`src/rtl/flash_phy_prog_timer.sv`:
```
// flash_phy_prog_timer
// Sequences the flash macro program pulse (setup -> pulse -> recover) for one
// packed word per request. It acknowledges the word when it is accepted and
// strobes done when the last word of a burst has finished.
// Optional build macro FLASH_PROG_VERIFY_EN adds a one-cycle read-back verify
// state after recovery and drives a sticky err_o on any under-programmed bit.
module flash_phy_prog_timer #(
   parameter int DataW         = 76,
   parameter int AddrW         = 9,
   parameter int CntW          = 8,
   parameter int SetupCycles   = 4,
   parameter int PulseCycles   = 32,
   parameter int RecoverCycles = 8
) (
   input  logic             clk_i,
   input  logic             rst_ni,
   input  logic             req_i,
   input  logic             last_i,
   input  logic [AddrW-1:0] addr_i,
   input  logic [DataW-1:0] data_i,
   output logic             ack_o,
   output logic             done_o,
   output logic             prog_en_o,
   output logic             pulse_o,
   output logic [AddrW-1:0] addr_o,
   output logic [DataW-1:0] data_o,
   input  logic [DataW-1:0] rd_data_i,
   output logic             err_o
);

   typedef enum logic [2:0] {
      StIdle    = 3'd0,
      StSetup   = 3'd1,
      StPulse   = 3'd2,
      StRecover = 3'd3,
`ifdef FLASH_PROG_VERIFY_EN
      StVerify  = 3'd4,
`endif
      StDone    = 3'd5
   } state_e;

   // A state ends on the cycle its counter reaches N-1, so it lasts N cycles.
   localparam logic [CntW-1:0] SetupLast   = CntW'(SetupCycles - 1);
   localparam logic [CntW-1:0] PulseLast   = CntW'(PulseCycles - 1);
   localparam logic [CntW-1:0] RecoverLast = CntW'(RecoverCycles - 1);

   state_e            state_q, state_d;
   logic [CntW-1:0]   cnt_q, cnt_d;
   logic              last_q;
   logic              latch;
   logic [AddrW-1:0]  addr_q;
   logic [DataW-1:0]  data_q;

   // State, counter and latched word registers
   always_ff @(posedge clk_i) begin
      if (!rst_ni) begin
         state_q <= StIdle;
         cnt_q   <= '0;
         last_q  <= 1'b0;
         addr_q  <= '0;
         data_q  <= '0;
      end else begin
         state_q <= state_d;
         cnt_q   <= cnt_d;
         if (latch) begin
            last_q <= last_i;
            addr_q <= addr_i;
            data_q <= data_i;
         end
      end
   end

   // Next-state and output decode; the counter restarts on every state change
   always_comb begin
      state_d   = state_q;
      cnt_d     = cnt_q + 1'b1;
      ack_o     = 1'b0;
      done_o    = 1'b0;
      prog_en_o = 1'b0;
      pulse_o   = 1'b0;
      latch     = 1'b0;
      case (state_q)
         StIdle: begin
            cnt_d = '0;
            if (req_i) begin
               ack_o = 1'b1;
               latch = 1'b1;
               if (&data_i) begin
                  if (last_i) state_d = StDone;
               end else begin
                  state_d = StSetup;
               end
            end
         end
         StSetup: begin
            prog_en_o = 1'b1;
            if (cnt_q == SetupLast) state_d = StPulse;
         end
         StPulse: begin
            prog_en_o = 1'b1;
            pulse_o   = 1'b1;
            if (cnt_q == PulseLast) state_d = StRecover;
         end
         StRecover: begin
            prog_en_o = 1'b1;
            if (cnt_q == RecoverLast) begin
`ifdef FLASH_PROG_VERIFY_EN
               state_d = StVerify;
`else
               state_d = last_q ? StDone : StIdle;
`endif
            end
         end
`ifdef FLASH_PROG_VERIFY_EN
         StVerify: begin
            state_d = last_q ? StDone : StIdle;
         end
`endif
         StDone: begin
            done_o  = 1'b1;
            state_d = StIdle;
         end
         default: begin
            state_d = StIdle;
         end
      endcase
      if (state_d != state_q) cnt_d = '0;
   end

   assign addr_o = addr_q;
   assign data_o = data_q;

`ifdef FLASH_PROG_VERIFY_EN
   logic err_q;

   // A bit meant to be programmed (0) that reads back erased (1) flags a sticky error
   always_ff @(posedge clk_i) begin
      if (!rst_ni) begin
         err_q <= 1'b0;
      end else if ((state_q == StVerify) && (|(~data_q & rd_data_i))) begin
         err_q <= 1'b1;
      end
   end

   assign err_o = err_q;
`else
   logic unused_rd;

   assign unused_rd = ^rd_data_i;
   assign err_o     = 1'b0;
`endif

endmodule

```
`config.mk`:
```
export PLATFORM = sky130hd
export DESIGN_NAME = flash_phy_prog_timer
export DESIGN_NICKNAME = d
export VERILOG_FILES = /design/src/rtl/flash_phy_prog_timer.sv
export SDC_FILE = /design/constraint.sdc
export NUM_CORES = 1
export LEC_CHECK = 0
export CORE_ASPECT_RATIO = 1.5
export CORE_MARGIN = 4
export CORE_UTILIZATION = 40
export CTS_BUF_LIST = sky130_fd_sc_hd__clkbuf_8
export DETAILED_ROUTE_END_ITERATION = 8
export PLACE_DENSITY = 0.88
export SYNTH_ARGS = -nofsm -noshare
export SYNTH_HDL_FRONTEND = slang
export SYNTH_SLANG_ARGS = --single-unit
```
`constraint.sdc`:
```
create_clock -name clk_i -period 2.21 [get_ports clk_i]
set_input_delay 0.442 -clock clk_i [delete_from_list [all_inputs] [get_ports clk_i]]
set_output_delay 0.442 -clock clk_i [all_outputs]
set_load 0.01 [all_outputs]
```
==> results.yml, run 1 <==
worst_setup_path:
  arrival_ns: 1.66
  end_kind: "output pin"
  worstSetupPathType: "register to output pin"
  cp_max_fo: 8
  setup.worst_path.start_class: "register"
  worstPathRequired_ns: 1.77
floorplanning:
  io_pins: 255
  row_count: 44
  start_util: 0.407
  fp.dieW_um: 88.8
  die_y_um: 129
  die_area_mm2: 0.0115
  coreArea_mm2: 0.00963
synthesis:
  synth_nets: 631
  synth_async_sr_flop_share: 0
  ys_warn_count: 0
  syn_area_mm2: 0.00392
  synthFlopType: "dfxtp_1"
  netlist-cell-type-count: 37
  synth_area_per_cell_um2: 8.43
  postSynthCellCount: 465
  synth_edf_count: 0
  synth-seq-cells: 97
  synth-seq-area-share: 0.495
global_route:
  grt_pass1_wl_mm: 17.8
  grt_pass1_vias: 3779
  grt_max_degree: 87
  grtUsageTotal: 0.200
  antenna_found_initial: 0
  grt_overflow: 0
sta:
  grt_setup_unrepaired: "no"
  min_period_ns: 2.10
  slew_headroom: 0.394
  hold_violations: 0
  finalCritPeriodShare: 0.952
  holdWs_ns: 0.465
  drv_slew: 0
  fin_skew_ns: 0.0104
  setup_viol: 0
  tightest_slew_ns: 0.909
  clock.fmax_mhz: 475
pwr:
  vdd_drop_max_uv: 437
  p_leak_uw: 0.00214
  p_comb_frac: 0.193
  swShare: 0.272
  power_uw: 3690
  internal_power_uw: 2690
  pwr-share-seq: 0.515
  powerDensity_mw_per_mm2: 622
  clockPowerShare: 0.291
  power.switching_uw: 1000
routing:
  wl_per_cell_um: 15.4
  drtAntennaViolNets: 0
  dr.pass1.iters: 4
  drc: 0
  drt_wl_total_mm: 11.6
  via_count: 3808
  drt-initial-drc-count: 129
  via_per_inst: 5.07
placed_design:
  place.gp.congestion: 0.852
  hpwl_mm: 8.60
  port-buffer-count: 177
clocking:
  cts_hold_buf: 0
  root_buffer: "clkbuf_8"
  h-tree-depth: 3
  cts_sinks: 97
  cts_max_path_buffers: 2
  path_clk_slew_ns: 0.09
  cts_tree: "done"
  insertion_delay_ns: 0.36
  cts_buffers: 9
hold_path:
  hp-class: "register to register"
final_layout:
  drive_gt1_frac: 0.0519
  nFillCells: 831
  syn_to_final_growth_pct: 51.5
  nets: 797
  diodes: 0
status:
  status: "completed"
flow_run:
  drv_cap: 0
[critical path: stages (launching register included)]
cell             delay (ns)
dfxtp_1                0.51
nor3b_1                0.22
clkdlybuf4s50_1        0.58
[synthesized netlist by cell type (2+ instances only)]
library cell,n,share of area
xor2_1,3,0.0067
xnor2_1,4,0.0089
nand4_1,20,0.032
a21oi_1,2,0.0026
nand3_1,2,0.0026
nor3_1,2,0.0026
nor3_2,2,0.0051
clkbuf_1,13,0.012
buf_2,11,0.014
nor2_1,11,0.011
dfxtp_1,97,0.50
nor3b_1,3,0.0057
inv_1,3,0.0029
nand2_1,178,0.17
nor4_1,3,0.0048
a21boi_0,86,0.16
buf_4,5,0.0096
[flip-flops by register name, summed over array words and instances, names as in the netlist]
signal and flops:
data_o 76, addr_o 9, cnt_q 8, state_q 3, last_q 1
[layout make-up]
type	count	area [µm²]	area share
Clock buffer	10	138	0.0232
Timing Repair Buffer	184	1830	0.309
Inverter	4	15.0	0.00253
Clock inverter	6	42.5	0.00716
Sequential cell	97	1940	0.327
Tap cell	115	144	0.0242
Multi-Input combinational cell	335	1820	0.307
[layer usage]
layer	track usage	vias up	share of wire
li1	-	1874	-
met1	0.208	1764	0.37
met2	0.351	142	0.51
met3	0.0681	28	0.085
met4	0.0970	0	0.039
met5	0	-	0
[path summary, 6_finish.rpt]
kind	from	to	slack (ns)	depth (start not counted)
hold reg to reg	addr_o[2]$_SDFFE_PN0P_	addr_o[2]$_SDFFE_PN0P_	0.47	2
hold / removal	addr_o[2]$_SDFFE_PN0P_	addr_o[2]$_SDFFE_PN0P_	0.47	2
setup / recovery	state_q[1]$_SDFF_PN0_	pulse_o	0.11	2
setup reg to reg	state_q[1]$_SDFF_PN0_	data_o[60]$_SDFFE_PN0P_	0.33	5
[through the flow]
| step | instances | setup slack (ns) | instance area (µm²) | utilization | setup TNS, ns |
|---|---|---|---|---|---|
| detailed placement | 735 | -0.139 | 5760 | 0.597 | -0.142 |
| CTS | 751 | 0.0168 | 5940 | 0.616 | 0 |
| global placement | 735 | -0.0999 | 5760 | 0.597 | -0.0999 |
| global route | 751 | 0.00161 | 5940 | 0.616 | 0 |
| floorplan | 465 | 0.663 | 3920 | - | 0 |
| finish | 751 | 0.107 | 5940 | 0.616 | 0 |
[kinds of logic after synthesis]
| kind of cell | Yosys count | synth area share |
|---|---|---|
| buffers and inverters | 33 | 0.0399 |
| other | 1 | 0.000956 |
| AOI/OAI and AO/OA | 94 | 0.186 |
| xor gates and xnor gates | 7 | 0.0156 |
| adders and majority gates | 1 | 0.00319 |
| muxes | 1 | 0.00255 |
| and+or+nand+nor | 231 | 0.257 |
| DFF | 97 | 0.495 |
[layout by cell type, fill, tap and decap left out, types with 4 or more instances in the layout]
cell,synthesis,final
clkbuf_8,0,10
nand4_1,20,20
a21boi_0,86,86
nand2_1,178,178
dfxtp_1,97,96
buf_4,5,6
clkdlybuf4s50_1,0,175
xnor2_1,4,4
nor2_1,11,11
[power by group through the flow]
stage | registers [µW] | logic (µW) | clock network [µW]
2_1_floorplan | 1990 | 234 | 0
3_3_place_gp | 1940 | 702 | 0
3_5_place_dp | 1940 | 718 | 0
4_1_cts | 1900 | 721 | 1110
5_1_grt | 1920 | 774 | 1180
6_report | 1900 | 714 | 1070
[timing repair]
action / CTS / global route
setup endpoints to repair: 1 / 1
cloned: 0 / 0
resized for setup: 1 / 1
buffers inserted: 0 / 0
(Power assumes the default switching activity.)
==> run 2, diff against run 1 <==
--- a/config.mk
+++ b/config.mk
@@ -7,10 +7,10 @@
 export LEC_CHECK = 0
 export CORE_ASPECT_RATIO = 1.5
 export CORE_MARGIN = 4
-export CORE_UTILIZATION = 40
-export CTS_BUF_LIST = sky130_fd_sc_hd__clkbuf_8
+export CORE_UTILIZATION = 36
+export CTS_BUF_LIST = sky130_fd_sc_hd__clkbuf_16
 export DETAILED_ROUTE_END_ITERATION = 8
-export PLACE_DENSITY = 0.88
+export PLACE_DENSITY = 0.8
 export SYNTH_ARGS = -nofsm -noshare
 export SYNTH_HDL_FRONTEND = slang
 export SYNTH_SLANG_ARGS = --single-unit
==> constraint.sdc (replaced) <==
create_clock -name clk_i -period 2.35 [get_ports clk_i]
set_input_delay 0.47 -clock clk_i [delete_from_list [all_inputs] [get_ports clk_i]]
set_output_delay 0.47 -clock clk_i [all_outputs]
set_load 0.01 [all_outputs]
==> run 2 against run 1 <==
  * Cell count grew 3.9%
  * Non-clock buffer count did not move
  * Utilization shrank 3.9 points
  * Flip-flop and latch count did not move
  * Routed wire length grew 1.6%
  * Global-route usage decreased by 1.7 points
  * Clock power grew 48%
  * First-iteration DRC count is 4.7% higher
  * Worst setup slack worse by 0.00073 ns
  * Power increased by 9.4%
  * Clock skew is 0.0014 ns lower
  * Via count down 0.42%
==> results.yml, run 2 (synthesized netlist as in run 1, its figures left out) <==
status:
  status: "completed"
sta:
  grt_setup_unrepaired: "no"
  min_period_ns: 2.24
  fin_skew_ns: 0.00897
  finalWorstSetupSlack_ns: 0.106
  tightest_slew_ns: 0.888
  holdWs_ns: 0.415
  setup_viol: 0
  hold_violations: 0
  drv_slew: 0
  clock.fmax_mhz: 446
  slew_headroom: 0.408
  finalCritPeriodShare: 0.955
final_layout:
  drive_gt1_frac: 0.0472
  final_common_cell: "nand2_1"
  nFillCells: 973
  final_util: 0.577
  diodes: 0
  nets: 797
  largest_reg_flops: 76
  syn_to_final_growth_pct: 55.8
  layout_common_cells: "nand2_1, clkdlybuf4s50_1, dfxtp_1, a21boi_0, nand4_1"
clocking:
  cts_tree: "done"
  cts_buffers: 9
  cts_resized: 0
  h-tree-depth: 3
  root_buffer: "clkbuf_16"
  insertion_delay_ns: 0.34
  cts_max_path_buffers: 2
  cts_setup_buffers: 0
  path_clk_slew_ns: 0.07
  cts_sinks: 97
  cts_hold_buf: 0
pwr:
  power.switching_uw: 994
  p_comb_frac: 0.166
  swShare: 0.246
  clockPowerShare: 0.391
  internal_power_uw: 3040
  pwr-share-seq: 0.443
  p_leak_uw: 0.00219
  vdd_drop_max_uv: 457
  powerDensity_mw_per_mm2: 661
floorplanning:
  coreArea_mm2: 0.0106
  io_pins: 255
  row_count: 46
  die_area_mm2: 0.0127
  start_util: 0.370
  fp.dieW_um: 93.2
  die_y_um: 136
placed_design:
  port-buffer-count: 177
  place_ws_ns: -0.00310
  hpwl_mm: 8.76
  place.gp.congestion: 0.775
worst_setup_path:
  end_kind: "output pin"
  cp-endpoint: "done_o"
  r2r-start: "state_q[1]$_SDFF_PN0_"
  r2r_cells: 5
  cp_max_fo: 7
  arrival_ns: 1.77
  timing.reg2reg.setup_slack_ns: 0.47
  worstSetupPathType: "register to output pin"
  worstPathRequired_ns: 1.88
  worstReg2RegEnd: "data_o[69]$_SDFFE_PN0P_"
  setup.worst_path.start_class: "register"
  crit_start: "state_q[0]$_SDFF_PN0_"
global_route:
  antenna_found_initial: 0
  grt_pass1_wl_mm: 18.2
  grtUsageTotal: 0.183
  grt_max_degree: 87
  grt_pass1_vias: 3750
  grt_overflow: 0
routing:
  drc: 0
  drt-initial-drc-count: 135
  dr.pass1.iters: 4
  via_count: 3792
  drtAntennaViolNets: 0
  drt_wl_total_mm: 11.8
  via_per_inst: 4.86
  wl_per_cell_um: 15.1
flow_run:
  drv_cap: 0
hold_path:
  hold_path_depth: 2
  hp-class: "input pin to register"
-- run 2: changes by cell type in the layout (fill, tap and decap cells not counted) --
cell,delta
clkbuf_8,-10
clkbuf_16,+9
bufinv_16,+2
clkinv_1,+2
clkinv_2,-2
clkinvlp_4,-2
clkdlybuf4s50_1,+1
clkinv_4,+1
dfxtp_1,+1
dfxtp_2,-1
dlymetal6s2s_1,-1
-- run 2: worst max-delay path, stage by stage (launching register included) --
cell and delay, ns:
dfxtp_1 0.50, inv_1 0.13, nor3b_1 0.22, clkdlybuf4s50_1 0.58
-- run 2: metal layers --
| layer | up-vias | wire length (µm) | global-route usage |
|---|---|---|---|
| met4 | 0 | 265 | 0.0717 |
| met2 | 121 | 6210 | 0.337 |
| met5 | - | 0 | 0 |
| li1 | 1880 | - | - |
| met3 | 20 | 816 | 0.0592 |
| met1 | 1771 | 4480 | 0.188 |
-- run 2: stage by stage --
stage / cell area [µm²] / setup TNS (ns) / power (µW) / instances
floorplan: 3920 / 0 / 2090 / 465
global placement: 5790 / 0 / 2480 / 764
detailed placement: 5790 / -0.00310 / 2500 / 764
CTS: 6110 / 0 / 4090 / 780
global route: 6110 / 0 / 4200 / 780
finish: 6110 / 0 / 4040 / 780
-- run 2: how the worst min path moves through the flow --
stage,start,to
after floorplan,cnt_q[0]$_SDFF_PP0_,cnt_q[0]$_SDFF_PP0_
after global placement,data_o[28]$_SDFFE_PN0P_,data_o[28]$_SDFFE_PN0P_
after detailed placement,data_o[26]$_SDFFE_PN0P_,data_o[26]$_SDFFE_PN0P_
after CTS,rst_ni,last_q$_SDFFE_PN0P_
after global routing,rst_ni,data_o[73]$_SDFFE_PN0P_
final,rst_ni,data_o[73]$_SDFFE_PN0P_
-- run 2: power by group through the flow --
stage	Sequential, µW	Combinational, µW	Clock [µW]
final	1790	672	1580
after global routing	1800	728	1670
after CTS	1790	680	1620
after detailed placement	1830	677	0
after global placement	1820	660	0
after floorplan	1870	220	0
-- run 2: final cells by class --
cell class,count,area [µm²],share of cell area
tap,144,180,0.0295
sequential,97,1940,0.318
clock buffer,9,225,0.0369
timing repair buffer,184,1830,0.300
clock inverter,7,93.8,0.0154
inverter,4,15.0,0.00246
multi-input combinational,335,1820,0.298
==> run 3, diff against run 2 <==
--- a/config.mk
+++ b/config.mk
@@ -10,7 +10,8 @@
 export CORE_UTILIZATION = 36
 export CTS_BUF_LIST = sky130_fd_sc_hd__clkbuf_16
 export DETAILED_ROUTE_END_ITERATION = 8
-export PLACE_DENSITY = 0.8
+export GPL_ROUTABILITY_DRIVEN = 0
+export PLACE_DENSITY_LB_ADDON = 0.08
 export SYNTH_ARGS = -nofsm -noshare
 export SYNTH_HDL_FRONTEND = slang
 export SYNTH_SLANG_ARGS = --single-unit
==> run 3 against run 2 <==
  * Clock-buffer cell count stayed put
  * Critical path depth up 1
  * Critical path type is now input pin to output pin
  * Maximum frequency is 3.6% higher
  * Clock skew decreased by 0.0023 ns
  * Worst setup slack gained 0.077 ns
  * Routed wire length decreased by 2.4%
  * Global-route usage shrank 0.25 points
  * Largest power group unchanged
  * Utilization decreased by 0.34 points
  * First-iteration DRC count decreased by 6.7%
==> results.yml, run 3 (synthesized netlist as in run 1, its figures left out) <==
sta:
  setup_tns_ns: 0
  setup_viol: 0
  hold_violations: 0
  fin_skew_ns: 0.00663
  tightest_slew_ns: 0.917
  min_period_ns: 2.17
  drv_slew: 0
  slew_headroom: 0.388
  finalCritPeriodShare: 0.922
  grt_setup_unrepaired: "no"
  clock.fmax_mhz: 461
global_route:
  grt_pass1_wl_mm: 17.9
  antenna_found_initial: 0
  grt_pass1_vias: 3576
  grtUsageTotal: 0.180
  grt_max_degree: 87
  grt_overflow: 0
worst_setup_path:
  cpLargestDelayFamily: "buffers and inverters"
  r2r_cells: 5
  end_kind: "output pin"
  path_cells: "clkdlybuf4s50_1 > nand3b_4 > inv_2 > clkdlybuf4s50_1"
  crit_path_max_incr_delay_ns: 0.54
  cp_max_fo: 2
  slowest_stage: "clkdlybuf4s50_1"
  crit_cells: 4
  arrival_ns: 1.70
  setup.worst_path.start_class: "input pin"
  path_buf_inv: 3
  worstPathRequired_ns: 1.88
  worstSetupPathType: "input pin to output pin"
  crit_path_frequent_cell: "clkdlybuf4s50_1"
clocking:
  cts_max_path_buffers: 2
  cts_setup_buffers: 0
  cts_hold_buf: 0
  insertion_delay_ns: 0.33
  cts_buffers: 9
  cts_sinks: 97
  path_clk_slew_ns: 0.06
  cts_tree: "done"
  cts_resized: 0
  root_buffer: "clkbuf_16"
  h-tree-depth: 3
final_layout:
  layout.area.seq_mm2: 0.00194
  nFillCells: 1026
  diodes: 0
  final_common_cell: "nand2_1"
  nets: 796
  drive_gt1_frac: 0.0442
  multi_input_area_mm2: 0.00182
  syn_to_final_growth_pct: 54.9
  layout_common_cells: "nand2_1, clkdlybuf4s50_1, dfxtp_1, a21boi_0, nand4_1"
  instances_no_fill: 778
  largest_reg_flops: 76
routing:
  drc: 0
  drt-initial-drc-count: 126
  wl_per_cell_um: 14.8
  drtAntennaViolNets: 0
  via_count: 3654
  drt_wl_total_mm: 11.5
  dr.pass1.iters: 4
  via_per_inst: 4.70
placed_design:
  place_inst: 763
  hpwl_mm: 8.39
  port-buffer-count: 177
pwr:
  vdd_drop_max_uv: 380
  powerDensity_mw_per_mm2: 652
  p_leak_uw: 0.00218
  power_uw: 3960
floorplanning:
  start_util: 0.370
  row_count: 46
  die_area_mm2: 0.0127
  die_y_um: 136
  coreArea_mm2: 0.0106
  fp.dieW_um: 93.2
  io_pins: 255
status:
  status: "completed"
hold_path:
  hold_path_depth: 2
  hp-class: "register to register"
flow_run:
  drv_cap: 0
run 3: cell types whose count changed in the layout (fill, tap and decap cells not counted), sizes merged:
cell,before,now
clkinv,4,2
buf,8,7
inv,5,6
run 3: worst paths after layout:
check	startpoint	end	slack [ns]
setup / recovery	req_i	ack_o	0.18
setup reg to reg	state_q[1]$_SDFF_PN0_	data_o[64]$_SDFFE_PN0P_	0.48
hold reg to reg	data_o[69]$_SDFFE_PN0P_	data_o[69]$_SDFFE_PN0P_	0.46
hold / removal	data_o[69]$_SDFFE_PN0P_	data_o[69]$_SDFFE_PN0P_	0.46
run 3: through the flow:
step	hold slack [ns]	utilization	setup WS, ns	area, µm²
after detailed placement	0.457	0.545	0.0487	5770
final	0.461	0.574	0.183	6070
after floorplan	0.442	-	0.775	3920
after global placement	0.451	0.545	-0.00449	5770
after global routing	0.481	0.574	0.0818	6070
after CTS	0.465	0.573	0.152	6070
run 3: worst register-to-register path: stages (launching register included):
cell      delay, ns
dfxtp_1        0.52
nor2_2         0.11
nand3b_4       0.10
buf_4          0.69
nand2_1        0.16
a21boi_0       0.21
run 3: routing by layer:
metal / vias to the layer above / global-route usage / part of all wire
met5: - / 0 / 0
met4: 0 / 0.0652 / 0.021
met3: 14 / 0.0664 / 0.082
met2: 116 / 0.313 / 0.51
met1: 1657 / 0.200 / 0.39
li1: 1867 / - / -
run 3: power by group:
| group | internal (µW) | leakage (µW) | switching (µW) |
|---|---|---|---|
| Combinational | 369 | 0.00123 | 295 |
| Sequential | 1740 | 0.000795 | 49.2 |
| Clock | 914 | 0.000155 | 594 |
run 3: cell type report:
cell class | instances | share of cell area
sequential | 97 | 0.320
clock inverter | 6 | 0.0126
inverter | 4 | 0.00247
multi-input combinational | 335 | 0.300
tap | 144 | 0.0297
clock buffer | 9 | 0.0371
timing repair buffer | 183 | 0.298
